File: config.mk
export PLATFORM = sky130hd
export DESIGN_NAME = idex_elastic_stage
export DESIGN_NICKNAME = d
export VERILOG_FILES = /design/src/rtl/idex_elastic_stage.sv
export SDC_FILE = /design/constraint.sdc
export NUM_CORES = 1
export LEC_CHECK = 0
export BUFFER_PORTS_ARGS = -buffer_cell sky130_fd_sc_hd__buf_2
export CAP_MARGIN = 5
export CORE_ASPECT_RATIO = 1.75
export CORE_MARGIN = 8
export CORE_UTILIZATION = 33
export CTS_CLUSTER_SIZE = 24
export DETAILED_ROUTE_END_ITERATION = 8
export SLEW_MARGIN = 20
export SYNTH_ARGS = -nofsm -noshare
export SYNTH_HDL_FRONTEND = slang
export SYNTH_SLANG_ARGS = --single-unit
File: constraint.sdc
create_clock -name clkIDEX -period 1.6 [get_ports clkIDEX]
set_input_delay 0.16 -clock clkIDEX [delete_from_list [all_inputs] [get_ports clkIDEX]]
set_output_delay 0.16 -clock clkIDEX [all_outputs]
set_load 0.005 [all_outputs]
File: src/rtl/idex_elastic_stage.sv
// ID/EX elastic pipeline stage: main + skid entry behind a valid/ready handshake,
// synchronous flush, bubble-gated control outputs and a saturating stall counter.
module idex_elastic_stage #(
   parameter int DATA_W  = 32,
   parameter int REG_W   = 5,
   parameter int WB_W    = 2,
   parameter int M_W     = 3,
   parameter int ALUOP_W = 3,
   parameter int CNT_W   = 16
) (
   input  logic                 clkIDEX,
   input  logic                 rstIDEX_n,
   input  logic                 in_valid,
   output logic                 in_ready,
   input  logic [WB_W-1:0]      WB1,
   input  logic [M_W-1:0]       M1,
   input  logic [ALUOP_W+1:0]   EX,
   input  logic [DATA_W-1:0]    fIFIDa4,
   input  logic [DATA_W-1:0]    fBR1,
   input  logic [DATA_W-1:0]    fBR2,
   input  logic [DATA_W-1:0]    fSE,
   input  logic [REG_W-1:0]     fIns1,
   input  logic [REG_W-1:0]     fIns2,
   input  logic                 jump_in,
   input  logic                 flush,
   input  logic                 out_ready,
   output logic                 out_valid,
   output logic [WB_W-1:0]      Wb1,
   output logic [M_W-1:0]       Mem1,
   output logic                 RegDst,
   output logic [ALUOP_W-1:0]   ALUOp,
   output logic                 ALUSrc,
   output logic [DATA_W-1:0]    tAdd,
   output logic [DATA_W-1:0]    tALU,
   output logic [DATA_W-1:0]    tMux32,
   output logic [DATA_W-1:0]    tACsl,
   output logic [REG_W-1:0]     tMux5_1,
   output logic [REG_W-1:0]     tMux5_2,
   output logic                 jump_out,
   output logic [CNT_W-1:0]     stall_cnt
);

   typedef struct packed {
      logic [WB_W-1:0]     wb;
      logic [M_W-1:0]      m;
      logic [ALUOP_W+1:0]  ex;
      logic [DATA_W-1:0]   a4;
      logic [DATA_W-1:0]   br1;
      logic [DATA_W-1:0]   br2;
      logic [DATA_W-1:0]   se;
      logic [REG_W-1:0]    ins1;
      logic [REG_W-1:0]    ins2;
      logic                jump;
   } entry_t;

   typedef enum logic [1:0] {EMPTY, FULL, SKID} state_t;

   state_t state, state_nxt;
   entry_t main_q, skid_q, in_e;
   logic   acc, load_main, load_skid, skid_to_main;

   assign in_e = '{wb: WB1, m: M1, ex: EX, a4: fIFIDa4, br1: fBR1, br2: fBR2,
                   se: fSE, ins1: fIns1, ins2: fIns2, jump: jump_in};

   assign in_ready  = (state != SKID);
   assign out_valid = (state != EMPTY);
   assign acc       = in_valid & in_ready;

   always_comb begin
      state_nxt    = state;
      load_main    = 1'b0;
      load_skid    = 1'b0;
      skid_to_main = 1'b0;
      if (flush) begin
         state_nxt = EMPTY;
      end else begin
         case (state)
            EMPTY: if (acc) begin
               state_nxt = FULL;
               load_main = 1'b1;
            end
            FULL: begin
               if (acc && out_ready) begin
                  load_main = 1'b1;
               end else if (acc) begin
                  state_nxt = SKID;
                  load_skid = 1'b1;
               end else if (out_ready) begin
                  state_nxt = EMPTY;
               end
            end
            SKID: if (out_ready) begin
               state_nxt    = FULL;
               skid_to_main = 1'b1;
            end
            default: state_nxt = EMPTY;
         endcase
      end
   end

   always_ff @(posedge clkIDEX or negedge rstIDEX_n) begin
      if (!rstIDEX_n) begin
         state  <= EMPTY;
         main_q <= '0;
         skid_q <= '0;
      end else begin
         state <= state_nxt;
         if (load_main)         main_q <= in_e;
         else if (skid_to_main) main_q <= skid_q;
         if (load_skid)         skid_q <= in_e;
      end
   end

   // Counts every stalled presentation, flush cycles included; sticks at all-ones.
   always_ff @(posedge clkIDEX or negedge rstIDEX_n) begin
      if (!rstIDEX_n)
         stall_cnt <= '0;
      else if (out_valid && !out_ready && (stall_cnt != {CNT_W{1'b1}}))
         stall_cnt <= stall_cnt + 1'b1;
   end

   assign Wb1      = main_q.wb & {WB_W{out_valid}};
   assign Mem1     = main_q.m  & {M_W{out_valid}};
   assign RegDst   = main_q.ex[0] & out_valid;
   assign ALUOp    = main_q.ex[ALUOP_W:1] & {ALUOP_W{out_valid}};
   assign ALUSrc   = main_q.ex[ALUOP_W+1] & out_valid;
   assign jump_out = main_q.jump & out_valid;

   assign tAdd    = main_q.a4;
   assign tALU    = main_q.br1;
   assign tMux32  = main_q.br2;
   assign tACsl   = main_q.se;
   assign tMux5_1 = main_q.ins1;
   assign tMux5_2 = main_q.ins2;

endmodule

After elaboration in Yosys (flattened, before gate mapping). Cells that the tools add are included.

Flip-flop bits (word level): 316. Input bits: 154. Output and inout bits: 167. Logic and storage cells: 65.

Add/subtract/negate cells: 1. Equality and inequality tests: 8. Muxes and demuxes: 19. Bitwise operators: 7. Reduce and logical (&&, ||, !) cells: 8.

Operators by type and width (count): two-way mux 149 bit (2); adder 16 x 1 -> 16 bit, second input constant (1); != test 16 bit, second input constant (1); two-way mux 2 bit (6); two-way mux 1 bit (9); != test 3 bit, second input constant (3); bitwise AND 3 bit (2); case mux 2 bit (3 select lines) (1); bitwise AND 1 bit (4); != test 4 bit, second input constant (1); AND reduction 4 bit (1); nonzero test 2 bit (2); logical AND 1 bit (3); bitwise AND 2 bit (1); equality test 2 x 1 -> 1 bit, second input constant (1); equality test 2 bit, second input constant (1); logical NOT 2 bit (1); != test 2 bit, second input constant (1); case mux 1 bit (2 select lines) (1); logical NOT 1 bit (1).

Depth between registers and ports, before layout. Gate-level depths: netlist of the first run.

Depth after elaboration: 7. Depth in mapped cells: 6. Mapped depth without buffers: 5.

Worst setup path after synthesis of the first run. Ideal clock, no wire load.

Path type: register -> register. Start: register stall_cnt[0]. End: register stall_cnt[1]. Setup time: 0.125 ns. Arrival: 1.566 ns. Data required time: 1.475 ns. Slack: -0.090 ns. Cell stages (with the launch flop): 6. Buffers on the path: 0. Clock period less this slack: 1.690 ns. Path through: dfrtp_1 ha_1 inv_1 nor4_2 a21boi_0 mux2_2.

Word-level cells in the longest chain between the ends: 2. Elaborated cells between the ends (all ways): 3. Classes of those cells: add/sub (1); eq/ne (1); reduce/logical (1).

RTL lines: start, declared (line 40) `output logic [CNT_W-1:0] stall_cnt`; start signal, assigned (line 119) `stall_cnt <= stall_cnt + 1'b1;`; parallel branches: the longest is 2 deep, another holds adder 16 x 1 -> 16 bit.

Several ways; the timed one is not identified. A chain may end at the register's enable or synchronous reset.

Worst setup path in the final report of the first run.
Start: register state[0]. End: register skid_q[81] (netlist bit).

Word-level cells in the longest chain between the ends: 6. Elaborated cells between the ends (all ways): 8. Classes of those cells: eq/ne (2); mux (4); bitwise (1); reduce/logical (1).

RTL lines: start, declared (line 58) `state_t state, state_nxt;`; start signal, assigned (line 107) `state <= state_nxt;`; != test 2 bit (line 65) `assign in_ready = (state != SKID);`; bitwise AND 1 bit (line 67) `assign acc = in_valid & in_ready;`; two-way mux 1 bit / logical AND 1 bit (equally long branches) (line 85, 83); two-way mux 1 bit (line 83) `if (acc && out_ready) begin`; two-way mux 1 bit * (line 77) `case (state)`; two-way mux 1 bit * (line 74) `if (flush) begin`; end signal, assigned (line 110) `if (load_skid) skid_q <= in_e;`; end, declared (line 59) `entry_t main_q, skid_q, in_e;`.

Mark *: on every way between the ends. The rest lies on a longest branch, timed or not.

==> summary.md, run 1 <==
| Metric | Value |
|---|---|
| Detail Route Antenna Nets | `0` |
| Final Cell Area | `0.02012 mm2` |
| Failing checks | `setup timing` |
| Top cells by area, synth | `dfrtp_1 57%, mux2_2 12%, a22o_1 9.2%` |
| Commonest non-fill, non-tap cell in the layout | `buf_2` |
| Share of cells above drive strength 1 | `46.61%` |
| Fmax | `558.7 MHz` |
| Yosys warnings | `0` |
| Seq/Total Area, Yosys | `between 50% and 60%` |
| Top_reg_cell synth | `dfrtp_1` |
| CP arrival | `2230 ps` |
| Gp weighted congestion | `0.7838` |
| DRT Wirelength | `44.01 mm` |
| Ys async rst share | `100.0%` |
| CP Capture Type | `flip-flop` |
| Number of synthesized flops with an enable pin | `0` |
| Post-DP HPWL | `approximately 27 mm` |
| Grt ovf | `0` |
| Worst Tran Pin Value | `380.7 ps` |
| Filler Cells Inserted | `3675` |
| RSZ-0062 raised after global routing | `yes` |
| Synthesis-to-finish area growth | `44.01%` |
| WL/cell | `21.00 um` |
| Starting Density | `33.14%` |
| First-pass GRT wire length | `around 64 mm` |
| Cell Area, Synth | `0.01397 mm2` |
| Die ar. | `0.04945 mm2` |
| Commonest non-fill, non-tap cells in the layout | `318 x buf_2, 315 x dfrtp_1, 152 x dlygate4sd3_1` |
| Via count | `10314` |
| Count of final hold-check violations | `0` |
| H-tree levels | `1` |
| Clk buf depth | `3` |
| Final slew viol count | `0` |
| CTS tree | `yes` |
| Root Buffer | `clkbuf_16` |
| Final Util | `~48%` |
| Vias in the first global route | `11368` |
| Initial antenna violation count | `1` |
| Final Instance Count excl. Fillers | `2095` |
| Final setup viols | `307` |
| Final Cycle Share | `111.9%` |
| Dpl ws | `-124.5 ps` |
| Yosys top cell area share | `56.59%` |
| Max VDD drop | `roughly 1.1 mV` |
| Count of different cell masters after synthesis | `36` |
| Startpoint types | `flip-flop` |
| Die Wd | `171.6 um` |
| GRT Overall Usage | `16.65%` |
| Max cap viols | `0` |
| WP data required | `2040 ps` |
| Core Area | `~0.042 mm2` |
| Synthesized area per cell | `13.23 um2` |
| Clock Latency Late Sink | `570 ps` |
| Drt pass-1 iters | `6` |
| Clk sink count | `316` |
| Slew margin rel. | `74.62%` |
| Drt initial violations | `506` |
| Clk slew on worst S/H paths | `70 ps` |
| Final #Nets | `1663` |
| Placed Instances | `1820` |
| Area leader, netlist | `dfrtp_1` |
| Core Rows | `100` |
| Die height | `just under 300 um` |
| Fin crit period | `1790 ps` |
| Syn Inst Count | `1056` |
| Syn Nets | `1211` |
| I/O Buffers | `320` |
| DRC Markers | `0` |
| Status | `finished, violations left` |
| Worst Hold Class | `in2reg` |
| Crit path max fanout | `23` |
| DP Area | `0.01586 mm2` |
| Setup Skew | `8.518 ps` |
| Worst Slack Setup Final | `-189.8 ps` |
| Power Dens Cells | `1151 mW/mm2` |
| DR vias/cell | `4.923` |
| Critical Setup Path Class | `reg2reg` |
| Largest net degree at the start of global routing | `47` |
| Lkg Pwr | `10.43 nW` |
| Post-synthesis register bit count | `316` |
| Inserted Clock Buffers | `30` |
| IO Pins | `321` |
| Tot Pwr | `0.02316 W` |
[final cells by class]
cell class / count / area (um2) / area share, %
antenna: 2 / 5.005 / 0.02487
clock inverter: 10 / 106.4 / 0.5285
tap: 561 / 701.9 / 3.488
multi-input combinational: 531 / 4966 / 24.68
inverter: 5 / 18.77 / 0.09326
clock buffer: 46 / 932.1 / 4.632
timing repair buffer: 624 / 5485 / 27.26
sequential: 316 / 7909 / 39.30
[cell usage after synthesis (all sizes together), types with 3 or more instances]
cell    count
a22o      147
nor4        3
mux2i       3
inv         5
mux2      150
dfrtp     316
nor2b      13
and2        3
clkbuf     12
xor2        9
a211oi      3
buf       193
a21o      147
nand4       4
a31oi       3
a21oi       6
nor3        4
nand2       8
nor2        7
nand3       3
[repair_timing]
| action | CTS | global route |
|---|---|---|
| setup buffers | 17 | 17 |
| resized for setup | 95 | 61 |
| pin swaps | 46 | 73 |
| endpoints found under the setup margin | 290 | 321 |
| cloned | 23 | 15 |
| endpoints found under the hold margin | 616 | 0 |
| hold buffers | 152 | 0 |
[registers in the layout (all words and copies together), names as in the netlist]
signal and cells:
tALU 32, tACsl 32, main_q 11, state 2
tAdd 32, skid_q 149, stall_cnt 16, tMux5_2 5
tMux5_1 5, tMux32 32
[metal layers]
layer | track usage, % | routed length, um | vias to the layer above
met5 | 0 | 0 | -
met4 | 9.361 | 2351 | 0
met3 | 2.887 | 2335 | 116
met2 | 30.82 | 23600 | 337
met1 | 17.32 | 15720 | 5252
li1 | - | - | 4609
[stage by stage]
stage / hold slack [ps] / TNS [ps]
after floorplan: -135.6 / 0
after global placement: 94.49 / -9889
after detailed placement: 99.79 / -16380
after CTS: 13.65 / -40230
after global routing: 51.38 / -61920
final: 56.82 / -41920
[report_power, final]
part / leakage [nW] / switching [W] / total (W) / internal [W]
registers: 3.91 / 0.000997 / 0.0108 / 0.00980
clock network: 0.516 / 0.00311 / 0.00743 / 0.00432
logic: 6.01 / 0.00197 / 0.00493 / 0.00296
total: 10.4 / 0.00608 / 0.0232 / 0.0171
[cells by family (layout without fill, tap and decap cells)]
family                     after synthesis  count (layout)  share of synthesized area (%)
and+or+nand+nor                         52              53                          2.292
muxes                                  153             153                          12.30
DFF                                    316             316                          56.59
adders and majority gates                1               1                        0.08952
xor gates and xnor gates                11              11                         0.6895
other                                    0               2                              0
buffers and inverters                  210             685                          10.04
AOI/OAI and AO/OA                      313             313                          18.01
[worst paths after layout]
kind | start | endpoint | slack, ps | depth (start not counted)
max reg2reg | state[0]$_DFFE_PN0P_ | skid_q[81]$_DFFE_PN0P_ | -190 | 7
min reg2reg | tACsl[4]$_DFFE_PN0P_ | tACsl[4]$_DFFE_PN0P_ | 470 | 1
min | in_valid | state[1]$_DFFE_PN0P_ | 60 | 4
min in group asynchronous | rstIDEX_n | skid_q[99]$_DFFE_PN0P_ | 100 | 2
max in group asynchronous | rstIDEX_n | skid_q[116]$_DFFE_PN0P_ | 860 | 3
max | state[0]$_DFFE_PN0P_ | skid_q[81]$_DFFE_PN0P_ | -190 | 7
[worst max-delay path: stages (launching register included)]
cell     delay, ps
dfrtp_1        410
buf_6          130
nor2b_4        120
buf_4          160
nand2_8        100
buf_12         170
buf_16         180
mux2_2         350
(Power assumes the default switching activity.)
==> run 2, diff against run 1 <==
--- a/config.mk
+++ b/config.mk
@@ -9,9 +9,10 @@
 export CAP_MARGIN = 5
 export CORE_ASPECT_RATIO = 1.75
 export CORE_MARGIN = 8
-export CORE_UTILIZATION = 33
+export CORE_UTILIZATION = 41
 export CTS_CLUSTER_SIZE = 24
 export DETAILED_ROUTE_END_ITERATION = 8
+export PLACE_DENSITY = 0.66
 export SLEW_MARGIN = 20
 export SYNTH_ARGS = -nofsm -noshare
 export SYNTH_HDL_FRONTEND = slang
==> run 2 against run 1 <==
  * The run still ends with setup timing left
  * Clock-buffer cell count is 5 lower
  * Clock skew is 7.2 ps higher
  * Critical path depth stayed put
  * Utilization is 11 points higher
  * Critical path type unchanged
  * Highest routed layer unchanged
==> summary.md, run 2 (synthesized netlist as in run 1, its figures left out) <==
| Metric | Value |
|---|---|
| Status | `finished, violations left` |
| Failing checks | `setup timing` |
| Clock Latency Late Sink | `560 ps (about the same)` |
| First-pass GRT wire length | `61.23 mm (-4.9%)` |
| DR vias/cell | `5.200 (+5.6%)` |
| Die height | `260.2 um (-9.7%)` |
| Post-DP HPWL | `26.02 mm (-4.5%)` |
| Count of final hold-check violations | `0 (unchanged)` |
| Gp weighted congestion | `0.8011 (+2.2%)` |
| Clk buf depth | `3 (unchanged)` |
| Final hold slack | `57.35 ps (+0.5305 ps)` |
| Inserted Clock Buffers | `30 (unchanged)` |
| Worst Slack Setup Final | `-89.58 ps (+100.2 ps)` |
| Core Rows | `89 (-11%)` |
| Setup Skew | `15.73 ps (+7.216 ps)` |
| DRC Markers | `0 (unchanged)` |
| I/O Buffers | `320 (unchanged)` |
| Clk slew on worst S/H paths | `60 ps (about the same)` |
| Drt pass-1 iters | `4 (-2)` |
| GRT Overall Usage | `19.17% (+2.5 points)` |
| Synthesis-to-finish area growth | `40.85%` |
| CP arrival | `2120 ps (-110 ps)` |
| Fin crit period | `1690 ps (-100.2 ps)` |
| RSZ-0062 raised after global routing | `yes` |
| Lkg Pwr | `10.27 nW (-1.5%)` |
| WP data required | `2030 ps (about the same)` |
| Share of cells above drive strength 1 | `44.47% (-2.1 points)` |
| Via count | `10275 (-0.38%)` |
| Power Dens Cells | `1179 mW/mm2 (+2.4%)` |
| DRT Wirelength | `42.74 mm (-2.9%)` |
| Commonest non-fill, non-tap cell in the layout | `buf_2` |
| Grt ovf | `0 (unchanged)` |
| Critical Setup Path Class | `reg2reg` |
| Worst Tran Pin Value | `335.9 ps (-44.79 ps)` |
| CP Capture Type | `flip-flop` |
| Max VDD drop | `1.413 mV (+24%)` |
| Die ar. | `0.04048 mm2 (-18%)` |
| Starting Density | `41.55% (+8.4 points)` |
| CTS tree | `yes` |
| Crit path max fanout | `11 (-52%)` |
| WL/cell | `21.63 um (+3.0%)` |
| Final slew viol count | `0 (unchanged)` |
| Most flop-heavy register | `skid_q` |
| Commonest non-fill, non-tap cells in the layout | `319 x buf_2, 315 x dfrtp_1, 152 x dlygate4sd3_1` |
| Initial antenna violation count | `2 (+1)` |
| Largest net degree at the start of global routing | `50 (+6.4%)` |
| Startpoint types | `flip-flop` |
| Largest register FFs | `149 (unchanged)` |
| Dpl ws | `-89.45 ps (+35.05 ps)` |
| Final Cycle Share | `105.6% (-6.3 points)` |
| Worst Hold Class | `in2reg` |
| Final setup viols | `171 (-44%)` |
| Detail Route Antenna Nets | `0 (unchanged)` |
| Fmax | `591.9 MHz (+5.9%)` |
| Root Buffer | `clkbuf_16` |
| Die Wd | `155.6 um (-9.3%)` |
| Vias in the first global route | `10869 (-4.4%)` |
| IO Pins | `321 (unchanged)` |
| Final #Nets | `1652 (-0.66%)` |
| H-tree levels | `1 (unchanged)` |
| Max cap viols | `0 (unchanged)` |
| Drt initial violations | `448 (-11%)` |
| Clk sink count | `316 (unchanged)` |
| Slew margin rel. | `77.29% (+2.7 points)` |
| Core Area | `0.03363 mm2 (-20%)` |
## run 2: cell types whose count changed in the layout (fill, tap and decap cells not counted), sizes merged
cell | before | now
inv | 5 | 6
clkbuf | 60 | 58
bufinv | 2 | 6
buf | 457 | 444
diode | 2 | 3
clkinvlp | 1 | 0
nor2 | 8 | 7
clkinv | 7 | 5
## run 2: worst paths after layout
| path | to | slack (ps) | depth (start not counted) | from |
|---|---|---|---|---|
| max | skid_q[39]$_DFFE_PN0P_ | -90 | 7 | state[1]$_DFFE_PN0P_ |
| min | state[1]$_DFFE_PN0P_ | 60 | 4 | in_valid |
| max reg2reg | skid_q[39]$_DFFE_PN0P_ | -90 | 7 | state[1]$_DFFE_PN0P_ |
| min reg2reg | tALU[24]$_DFFE_PN0P_ | 470 | 1 | tALU[24]$_DFFE_PN0P_ |
| max in group asynchronous | skid_q[69]$_DFFE_PN0P_ | 820 | 4 | rstIDEX_n |
| min in group asynchronous | main_q[141]$_DFFE_PN0P_ | 70 | 2 | rstIDEX_n |
## run 2: final cells by class
type | instances | area [um2]
Fill cell | 2615 | 13950
Sequential cell | 316 | 7909
Timing Repair Buffer | 614 | 5338
Multi-Input combinational cell | 530 | 4782
Clock buffer | 41 | 843.3
Tap cell | 455 | 569.3
Clock inverter | 12 | 216.5
Inverter | 5 | 18.77
Antenna cell | 3 | 7.507
## run 2: timing repair
| action | in CTS | in global routing |
|---|---|---|
| hold buffers | 152 | 0 |
| gates resized for setup | 46 | 36 |
| gates cloned | 12 | 24 |
| hold endpoints to repair | 532 | 0 |
| endpoints found under the setup margin | 258 | 247 |
| pin swaps | 25 | 30 |
| setup buffers | 19 | 11 |
## run 2: stage by stage
stage,utilization [%],power (W),instance area [um2],TNS (ps),cells
2_1_floorplan,-,0.01354,13980,0,1056
3_3_place_gp,46.73,0.01467,15720,-5036,1707
3_5_place_dp,46.73,0.01489,15720,-11390,1707
4_1_cts,56.47,0.02313,18990,-4572,1942
5_1_grt,58.52,0.02421,19680,-20700,1975
6_report,58.53,0.02320,19680,-5428,1976
## run 2: metal layers
layer	vias to the layer above	wire (um)	global-route usage, %	share of wire (%)
met5	-	0	0	0
met4	0	1993	9.935	4.7
met3	115	2091	3.424	4.9
met2	395	22870	35.06	54
met1	5172	15790	20.68	37
li1	4593	-	-	-
## run 2: worst max-delay path, stage by stage (launching register included)
cell,delay (ps)
dfrtp_2,430
nand2b_4,170
nor2_4,160
nand2_8,100
buf_12,150
buf_12,120
buf_16,150
mux2_2,280
## run 2: report_power, final
group | switching, W | internal, W
combinational | 0.00191 | 0.00280
clock | 0.00306 | 0.00464
sequential | 0.000994 | 0.00980
total | 0.00596 | 0.0172
